--- src/rtl/ravenoc_axi_wr_arb.sv ---
// ravenoc_axi_wr_arb: round-robin arbiter sharing one AXI4 write path, one grant per full AW/W/B transaction
module ravenoc_axi_wr_arb #(
    parameter int NUM_REQ = 4,
    parameter int ADDR_W  = 32,
    parameter int DATA_W  = 64,
    parameter int LEN_W   = 8
) (
    input  logic                      clk_axi,
    input  logic                      rst_axi_n,
    input  logic [NUM_REQ-1:0]        req_awvalid,
    input  logic [NUM_REQ*ADDR_W-1:0] req_awaddr,
    input  logic [NUM_REQ*LEN_W-1:0]  req_awlen,
    output logic [NUM_REQ-1:0]        req_awready,
    input  logic [NUM_REQ-1:0]        req_wvalid,
    input  logic [NUM_REQ*DATA_W-1:0] req_wdata,
    input  logic [NUM_REQ*DATA_W/8-1:0] req_wstrb,
    input  logic [NUM_REQ-1:0]        req_wlast,
    output logic [NUM_REQ-1:0]        req_wready,
    output logic [NUM_REQ-1:0]        req_bvalid,
    output logic [1:0]                req_bresp,
    input  logic [NUM_REQ-1:0]        req_bready,
    output logic                      m_awvalid,
    output logic [ADDR_W-1:0]         m_awaddr,
    output logic [LEN_W-1:0]          m_awlen,
    input  logic                      m_awready,
    output logic                      m_wvalid,
    output logic [DATA_W-1:0]         m_wdata,
    output logic [DATA_W/8-1:0]       m_wstrb,
    output logic                      m_wlast,
    input  logic                      m_wready,
    input  logic                      m_bvalid,
    input  logic [1:0]                m_bresp,
    output logic                      m_bready,
    output logic [NUM_REQ-1:0]        grant_o,
    output logic                      len_err_o
);
    localparam int IW = $clog2(NUM_REQ);
    localparam int SW = DATA_W/8;

    typedef enum logic [1:0] {IDLE, ADDR, DATA, RESP} state_t;

    state_t           state;
    logic [IW-1:0]    sel, rr_ptr, win;
    logic [LEN_W-1:0] awlen_q, beat_cnt;
    logic             in_addr, in_data, in_resp, aw_hs, w_hs, b_hs;

    // Scan downward so the lowest offset from rr_ptr is assigned last and wins.
    always_comb begin
        win = '0;
        for (int k = NUM_REQ-1; k >= 0; k--)
            if (req_awvalid[(int'(rr_ptr)+k) % NUM_REQ])
                win = IW'((int'(rr_ptr)+k) % NUM_REQ);
    end

    always_comb begin
        in_addr     = state == ADDR;
        in_data     = state == DATA;
        in_resp     = state == RESP;
        m_awvalid   = in_addr & req_awvalid[sel];
        m_awaddr    = in_addr ? req_awaddr[int'(sel)*ADDR_W +: ADDR_W] : '0;
        m_awlen     = in_addr ? req_awlen[int'(sel)*LEN_W +: LEN_W] : '0;
        req_awready = (in_addr & m_awready) ? grant_o : '0;
        m_wvalid    = in_data & req_wvalid[sel];
        m_wdata     = in_data ? req_wdata[int'(sel)*DATA_W +: DATA_W] : '0;
        m_wstrb     = in_data ? req_wstrb[int'(sel)*SW +: SW] : '0;
        m_wlast     = in_data & req_wlast[sel];
        req_wready  = (in_data & m_wready) ? grant_o : '0;
        req_bvalid  = (in_resp & m_bvalid) ? grant_o : '0;
        req_bresp   = in_resp ? m_bresp : '0;
        m_bready    = in_resp & req_bready[sel];
        aw_hs       = m_awvalid & m_awready;
        w_hs        = m_wvalid & m_wready;
        b_hs        = m_bvalid & m_bready;
    end

    always_ff @(posedge clk_axi) begin
        if (!rst_axi_n) begin
            state     <= IDLE;
            sel       <= '0;
            rr_ptr    <= '0;
            grant_o   <= '0;
            awlen_q   <= '0;
            beat_cnt  <= '0;
            len_err_o <= 1'b0;
        end else begin
            len_err_o <= 1'b0;
            unique case (state)
                IDLE: if (|req_awvalid) begin
                    sel     <= win;
                    grant_o <= NUM_REQ'(1) << win;
                    state   <= ADDR;
                end
                ADDR: if (aw_hs) begin
                    awlen_q  <= m_awlen;
                    beat_cnt <= '0;
                    state    <= DATA;
                end
                DATA: if (w_hs) begin
                    beat_cnt  <= beat_cnt + 1'b1;
                    len_err_o <= m_wlast ? beat_cnt != awlen_q : beat_cnt == awlen_q;
                    if (m_wlast)
                        state <= RESP;
                end
                RESP: if (b_hs) begin
                    rr_ptr  <= sel == IW'(NUM_REQ-1) ? '0 : sel + 1'b1;
                    grant_o <= '0;
                    state   <= IDLE;
                end
                default: state <= IDLE;
            endcase
        end
    end
endmodule

--- config.mk ---
export PLATFORM = sky130hd
export DESIGN_NAME = ravenoc_axi_wr_arb
export DESIGN_NICKNAME = d
export VERILOG_FILES = /design/src/rtl/ravenoc_axi_wr_arb.sv
export SDC_FILE = /design/constraint.sdc
export NUM_CORES = 1
export LEC_CHECK = 0
export CORE_AREA = 2 2 232 234
export CTS_BUF_LIST = sky130_fd_sc_hd__clkbuf_16
export DETAILED_ROUTE_END_ITERATION = 6
export DIE_AREA = 0 0 234 236
export PLACE_DENSITY_LB_ADDON = 0.1
export REMOVE_ABC_BUFFERS = 1
export SYNTH_ARGS = -nofsm -noshare
export SYNTH_HDL_FRONTEND = slang
export SYNTH_SLANG_ARGS = --single-unit
--- constraint.sdc ---
create_clock -name clk_axi -period 3.3 [get_ports clk_axi]
set_clock_uncertainty 0.1 [all_clocks]
set_input_delay 0.495 -clock clk_axi [delete_from_list [all_inputs] [get_ports clk_axi]]
set_output_delay 0.495 -clock clk_axi [all_outputs]
set_load 0.005 [all_outputs]
==> results of run 1 <==
[critical path, delay by kind of cell (launching register included)]
family	cells	cell delay (ps)
mux	1	500
buf+inv	3	960
simple gates	1	200
flops	1	380
[cell usage in the layout, fill, tap and decap left out, types with 5 or more instances in the layout]
cell                                n
sky130_fd_sc_hd__dfxtp_1           25
sky130_fd_sc_hd__nor2_1             8
sky130_fd_sc_hd__nand2_1           11
sky130_fd_sc_hd__o21ai_0            5
sky130_fd_sc_hd__and2_1           118
sky130_fd_sc_hd__inv_1              9
sky130_fd_sc_hd__a21oi_1            7
sky130_fd_sc_hd__nor2b_1           11
sky130_fd_sc_hd__xnor2_1           13
sky130_fd_sc_hd__buf_4             17
sky130_fd_sc_hd__clkdlybuf4s50_1  605
sky130_fd_sc_hd__buf_12             9
sky130_fd_sc_hd__and3_1            13
sky130_fd_sc_hd__mux4_2           114
sky130_fd_sc_hd__mux2i_1           10
sky130_fd_sc_hd__nand3_1            6
[logic make-up (layout without fill, tap and decap cells)]
kind of cell | after synthesis | count (layout) | share of synthesized area, %
adders and majority gates | 6 | 6 | 1.484
xor gates and xnor gates | 13 | 13 | 2.251
AOI/OAI and AO/OA | 32 | 32 | 4.625
muxes | 126 | 126 | 53.77
and+or+nand+nor | 189 | 189 | 22.71
buffers and inverters | 53 | 643 | 4.477
DFF | 27 | 27 | 10.69
other | 0 | 4 | 0
[layout make-up]
cell class | count | area [um2]
Clock buffer | 3 | 75.07
Inverter | 8 | 30.03
Tap cell | 696 | 870.8
Timing Repair Buffer | 631 | 6364
Sequential cell | 27 | 548.0
Fill cell | 5711 | 40870
Antenna cell | 4 | 10.01
Multi-Input combinational cell | 366 | 4297
Clock inverter | 1 | 3.754
[worst min-delay path by stage]
| stage | to | cells after the start |
|---|---|---|
| 2_1_floorplan | rr_ptr[0] | 2 |
| 3_3_place_gp | rr_ptr[0] | 2 |
| 3_5_place_dp | rr_ptr[0] | 2 |
| 4_1_cts | rr_ptr[0] | 2 |
| 5_1_grt | rr_ptr[0] | 2 |
| 6_report | rr_ptr[0] | 2 |
[power breakdown]
group	internal, uW	total [uW]	switching (uW)
Sequential	363	405	42.8
Clock	163	283	120
Combinational	1900	3050	1150
[state kept, by name (all words and copies together), names as in the netlist]
signal     flops
awlen_q        8
len_err_o      1
grant_o        4
rr_ptr         2
beat_cnt       8
state          2
sel            2
[through the flow]
stage / utilization, % / area (um2) / total power (uW) / setup TNS, ps
6_report: 22.98 / 12200 / 3739 / 0
5_1_grt: 22.98 / 12190 / 4041 / 0
4_1_cts: 22.97 / 12190 / 3869 / 0
3_5_place_dp: 22.82 / 12110 / 3555 / 0
3_3_place_gp: 22.82 / 12110 / 3583 / 0
2_1_floorplan: - / 4862 / 1746 / -426100
[per-layer routing]
metal | vias up | wire length [um]
li1 | 2938 | -
met1 | 3112 | 13110
met2 | 298 | 20510
met3 | 27 | 3123
met4 | 6 | 380
met5 | - | 42
==> impl_metrics.json, run 1 <==
{
  "fin_ws_ps": 368.2,
  "grt_start_max_net_pins": 55,
  "ys_types": 46,
  "first_global_vias": 7112,
  "worst_pin_slew_ps": 865.0,
  "total_number_of_yosys_warnings": 0,
  "crit-reg2reg-launch": "state[0]",
  "vdd_drop_max_uv": 167.2,
  "cellPowerDensity_nw_per_um2": 306.5,
  "fin_worst_hold_slack_ps": 384.6,
  "drt_pass1_iterations": 4,
  "first_pass_grt_wire_length_um": 51740,
  "io_buffers": 605,
  "cts_hold_buf": 0,
  "required_ps": 2700,
  "layout_min_cycle_time_ps": 2932,
  "die-height_um": 236,
  "capture_point_of_the_worst_reg_to_reg_path": "beat_cnt[7]",
  "hold_wc_startpoint": "rr_ptr[0]",
  "drc": 0,
  "status": "completed",
  "yosysTopAreaCell": "sky130_fd_sc_hd__mux4_2",
  "final.period_utilization_pct": 88.84,
  "global_route.usage.met3_pct": 4.038,
  "placed_cells": 1728,
  "globalRouteOverflowTotal": 0,
  "timing.max_slew.rel_slack_pct": 41.73,
  "synth_most_common_cell": "sky130_fd_sc_hd__and2_1",
  "drtIter0Drc": 139,
  "ys_async_sr_fraction_pct": 0,
  "synth.top_cell.area_share_pct": 50.75,
  "peak_fanout_along_the_critical_path": 29,
  "static-leakage-power_uw": 0.004086,
  "routed_wl_um": 37160,
  "fmaxAchievable_mhz": 341.1,
  "critPathCapture": "m_awaddr[16]",
  "m2_gr_usage_pct": 25.00,
  "number_of_levels_the_h_tree_was_split_into": 1,
  "finalNetCount": 1514,
  "synth_top_cells_by_count": "sky130_fd_sc_hd__and2_1, sky130_fd_sc_hd__mux4_2, sky130_fd_sc_hd__clkbuf_1, sky130_fd_sc_hd__dfxtp_1",
  "cp_slowest_cell": "sky130_fd_sc_hd__mux4_2",
  "pre_cts_ws_ps": 471.7,
  "total_of_flip_flops_plus_latches_after_synthesis": 27,
  "core_region_area_um2": 53070,
  "grt_usage_pct": 12.90,
  "setup_repair_after_global_routing_missed_its_margin": "no",
  "syn-mean-instance-area_um2": 11.34,
  "clk_root_buffer_cell": "sky130_fd_sc_hd__clkbuf_16",
  "crit_chain": "buf_12, buf_4, mux4_2, and2_1, clkdlybuf4s50_1",
  "floorplan.io_pins": 606,
  "place_congestion": 0.7814,
  "number_of_cells_traversed_by_the_worst_register_to_register_path": 7,
  "synth_enable_flop_cells": 0,
  "maxCapViolCount": 0,
  "finalHoldViolations": 0,
  "cts.reportedPaths.clkPinSlew_ps": 70,
  "initial_core_util_pct": 9.532,
  "drive_gt1_share_pct": 14.86,
  "dieWidth_um": 234,
  "gr_busiest_metal": "met2",
  "post-cts-setup-buffers": 0,
  "numClockSinks": 27,
  "minimum_setup_slack_among_reg_to_reg_paths_ps": 860,
  "max_stage_delay_ps": 500,
  "final_antenna_net_count": 0,
  "cts.repair.resized": 0,
  "worst_setup_path_start_kind": "flop",
  "finish.cell_count_without_fillers": 1736,
  "post_synth_inst_count": 446,
  "sequential_share_of_the_synthesized_area_pct": 10.69,
  "ys.flop_type": "sky130_fd_sc_hd__dfxtp_1",
  "rows": 85,
  "groute.layer.met1.usage_pct": 13.59,
  "cts_made_buffers": 3,
  "holdCritPathClass": "flop to flop",
  "drt-vias-per-instance": 3.676,
  "synth_area_um2": 5059,
  "critical_path.endpoint_type": "output port",
  "vias": 6381,
  "tritoncts_clock_tree": "yes",
  "areaGrowthSynthToFinish_pct": 141.1,
  "cts_buffer_depth": 2,
  "cp-startpoint": "sel[0]",
  "maxSlewViolCount": 0,
  "ys_top_cells_by_area": "sky130_fd_sc_hd__mux4_2, sky130_fd_sc_hd__and2_1, sky130_fd_sc_hd__dfxtp_1",
  "crit_type": "flop to output port",
  "worstPathArrival_ps": 2340,
  "wl_per_cell_um": 21.40,
  "antenna_found_initial": 9,
  "clock_latency_ps": 270,
  "sum_of_net_half_perimeters_after_detailed_placement_um": 32720,
  "floorplan.die_area_um2": 55220,
  "finalSetupViolations": 0
}
Power figures use the tool's default switching activity.
==> run 2, diff against run 1 <==
--- a/config.mk
+++ b/config.mk
@@ -5,10 +5,12 @@
 export SDC_FILE = /design/constraint.sdc
 export NUM_CORES = 1
 export LEC_CHECK = 0
-export CORE_AREA = 2 2 232 234
+export ABC_AREA = 1
+export CORE_AREA = 2 2 238 240
 export CTS_BUF_LIST = sky130_fd_sc_hd__clkbuf_16
+export CTS_CLUSTER_SIZE = 10
 export DETAILED_ROUTE_END_ITERATION = 6
-export DIE_AREA = 0 0 234 236
+export DIE_AREA = 0 0 240 242
 export PLACE_DENSITY_LB_ADDON = 0.1
 export REMOVE_ABC_BUFFERS = 1
 export SYNTH_ARGS = -nofsm -noshare
==> run 2 against run 1 <==
  * Critical path depth grew 1
  * Fmax is 3.9% lower
  * Largest cell class unchanged
  * Cell area rose by 4.5%
  * Critical endpoint is now m_awaddr[22]
  * First-iteration DRC count rose to 3.1 times the previous value
==> impl_metrics.json, run 2 <==
{
  "cts_hold_buf": 0,
  "setup_repair_after_global_routing_missed_its_margin": "no",
  "fin_worst_hold_slack_ps": 374.4,
  "vias": 9591,
  "required_ps": 2700,
  "worstPathArrival_ps": 2460,
  "drt_pass1_iterations": 5,
  "final.period_utilization_pct": 92.44,
  "postLayoutCellArea_um2": 12750,
  "fmaxAchievable_mhz": 327.8,
  "routed_wl_um": 46480,
  "mostFrequentLayoutCells": "sky130_fd_sc_hd__clkdlybuf4s50_1, sky130_fd_sc_hd__nor2_1, sky130_fd_sc_hd__o21ai_0",
  "cts.repair.resized": 0,
  "ys_top_cells_by_area": "sky130_fd_sc_hd__nor2_1, sky130_fd_sc_hd__o21ai_0, sky130_fd_sc_hd__a21oi_1",
  "syn-mean-instance-area_um2": 4.905,
  "drive_gt1_share_pct": 3.918,
  "finalNetCount": 2188,
  "drc": 0,
  "wl_per_cell_um": 18.81,
  "switching_share_pct": 50.25,
  "static-leakage-power_uw": 0.004787,
  "pwr-share-seq_pct": 9.0,
  "sum_of_net_half_perimeters_after_detailed_placement_um": 36860,
  "finish.cell_count_without_fillers": 2471,
  "clock_latency_ps": 280,
  "maxCapViolCount": 0,
  "worst_setup_path_start_kind": "flop",
  "first_global_vias": 9379,
  "total_number_of_yosys_warnings": 0,
  "place_congestion": 0.8205,
  "die-height_um": 242,
  "ys_types": 34,
  "synth.top_cell.area_share_pct": 29.57,
  "finalSetupViolations": 0,
  "groute.layer.met1.usage_pct": 17.28,
  "first_pass_grt_wire_length_um": 65300,
  "power.share.combinational_pct": 85.2,
  "largestRegisters": "awlen_q (8), beat_cnt (8), grant_o (4)",
  "crit_type": "flop to output port",
  "io_buffers": 605,
  "core_region_area_um2": 55730,
  "synth_enable_flop_cells": 0,
  "gr_busiest_metal": "met2",
  "post_synth_inst_count": 1162,
  "synth_most_common_cell": "sky130_fd_sc_hd__nor2_1",
  "num-fill-cells": 6420,
  "clk_root_buffer_cell": "sky130_fd_sc_hd__clkbuf_16",
  "finalHoldViolations": 0,
  "numClockSinks": 27,
  "critical_path.endpoint_type": "output port",
  "floorplan.io_pins": 606,
  "placed_cells": 2462,
  "grt_start_max_net_pins": 67,
  "vdd_drop_max_uv": 159.5,
  "floorplan.die_area_um2": 58080,
  "pwr-share-clk_pct": 5.9,
  "sequential_share_of_the_synthesized_area_pct": 9.484,
  "number_of_levels_the_h_tree_was_split_into": 1,
  "layout_min_cycle_time_ps": 3051,
  "timing.max_slew.rel_slack_pct": 59.29,
  "globalRouteOverflowTotal": 0,
  "global_route.usage.met3_pct": 3.669,
  "grt_usage_pct": 14.97,
  "holdCritPathClass": "flop to flop",
  "cellPowerDensity_nw_per_um2": 416.4,
  "post-cts-setup-buffers": 0,
  "final_antenna_net_count": 0,
  "power_switching_uw": 2668,
  "status": "completed",
  "p_int_uw": 2642,
  "rows": 87,
  "antenna_found_initial": 9,
  "mostFrequentLayoutCell": "sky130_fd_sc_hd__clkdlybuf4s50_1",
  "cts_made_buffers": 3,
  "cts.reportedPaths.clkPinSlew_ps": 90,
  "drt-vias-per-instance": 3.881,
  "peak_fanout_along_the_critical_path": 32,
  "dieWidth_um": 240,
  "ys.flop_type": "sky130_fd_sc_hd__dfxtp_1",
  "m2_gr_usage_pct": 28.24,
  "areaGrowthSynthToFinish_pct": 123.7,
  "worst_pin_slew_ps": 610.0,
  "postPlaceCellArea_um2": 12660,
  "ys_async_sr_fraction_pct": 0,
  "drtIter0Drc": 437,
  "tritoncts_clock_tree": "yes",
  "yosysTopAreaCell": "sky130_fd_sc_hd__nor2_1",
  "maxSlewViolCount": 0,
  "initial_core_util_pct": 10.23,
  "synth_area_um2": 5699,
  "cts_buffer_depth": 2,
  "total_of_flip_flops_plus_latches_after_synthesis": 27,
  "synth_top_cells_by_count": "sky130_fd_sc_hd__nor2_1, sky130_fd_sc_hd__o21ai_0, sky130_fd_sc_hd__a21oi_1, sky130_fd_sc_hd__nand2_1, sky130_fd_sc_hd__inv_1"
}
[run 2: cell types whose count changed after synthesis, sizes merged, moves of 8 or more]
cell | before | now
a21oi | 7 | 141
inv | 8 | 40
mux2i | 10 | 0
a21boi | 8 | 0
nand2 | 11 | 124
nor2b | 11 | 0
nand3 | 6 | 31
and2 | 118 | 0
o21ai | 5 | 219
nor2 | 8 | 453
mux4 | 116 | 0
and3 | 13 | 1
buf | 18 | 66
[run 2: path summary, 6_finish.rpt]
kind,from,end,slack (ps),cells after the start
max,sel[0],m_awaddr[22],250,6
min,awlen_q[4],awlen_q[4],370,2
max reg2reg,sel[0],beat_cnt[1],990,13
min reg2reg,awlen_q[4],awlen_q[4],370,2
[run 2: area by class of cell]
| class | instances | area (um2) | share of cell area [%] |
|---|---|---|---|
| clock inverter | 1 | 7.507 | 0.05888 |
| multi-input combinational | 1002 | 4542 | 35.62 |
| clock buffer | 3 | 75.07 | 0.5888 |
| tap | 756 | 945.9 | 7.418 |
| inverter | 40 | 161.4 | 1.266 |
| timing repair buffer | 637 | 6459 | 50.65 |
| sequential | 27 | 548.0 | 4.298 |
| antenna | 5 | 12.51 | 0.09813 |
[run 2: critical path, stage by stage, from the launching register on]
cell                              delay, ps
sky130_fd_sc_hd__dfxtp_4                600
sky130_fd_sc_hd__buf_4                  430
sky130_fd_sc_hd__nor2_1                  90
sky130_fd_sc_hd__nor2_1                  90
sky130_fd_sc_hd__o21ai_0                 80
sky130_fd_sc_hd__a21oi_1                270
sky130_fd_sc_hd__clkdlybuf4s50_1        560
[run 2: cells by family after synthesis]
group	count (synthesis)	synth area share, %
AO/OA/AOI/OAI	368	33.08
XOR/XNOR	12	1.844
adder cells (fa/ha/maj)	6	1.317
buffers and inverters	133	10.82
flip-flops	27	9.484
AND/OR/NAND/NOR	616	43.45
[run 2: metrics by stage]
step | setup WS, ps | power [uW] | TNS, ps | utilization (%)
final | 249.4 | 5309 | 0 | 22.88
after floorplan | -3643 | 2605 | -494060 | -
after global routing | 83.46 | 5859 | 0 | 22.87
after global placement | 509.0 | 5121 | 0 | 22.71
after detailed placement | 528.3 | 5104 | 0 | 22.71
after CTS | 211.8 | 5443 | 0 | 22.86
[run 2: power by group through the flow]
| stage | sequential, uW | combinational [uW] | clock, uW |
|---|---|---|---|
| floorplan | 631 | 1970 | 0 |
| global placement | 484 | 4640 | 0 |
| detailed placement | 488 | 4620 | 0 |
| CTS | 481 | 4640 | 326 |
| global route | 491 | 5030 | 337 |
| finish | 476 | 4520 | 311 |
[run 2: routing by layer]
| metal | part of all wire (%) | wire length, um |
|---|---|---|
| met3 | 7.0 | 3235 |
| met2 | 52 | 24320 |
| met4 | 0.53 | 246 |
| met1 | 40 | 18630 |
| met5 | 0.099 | 46 |
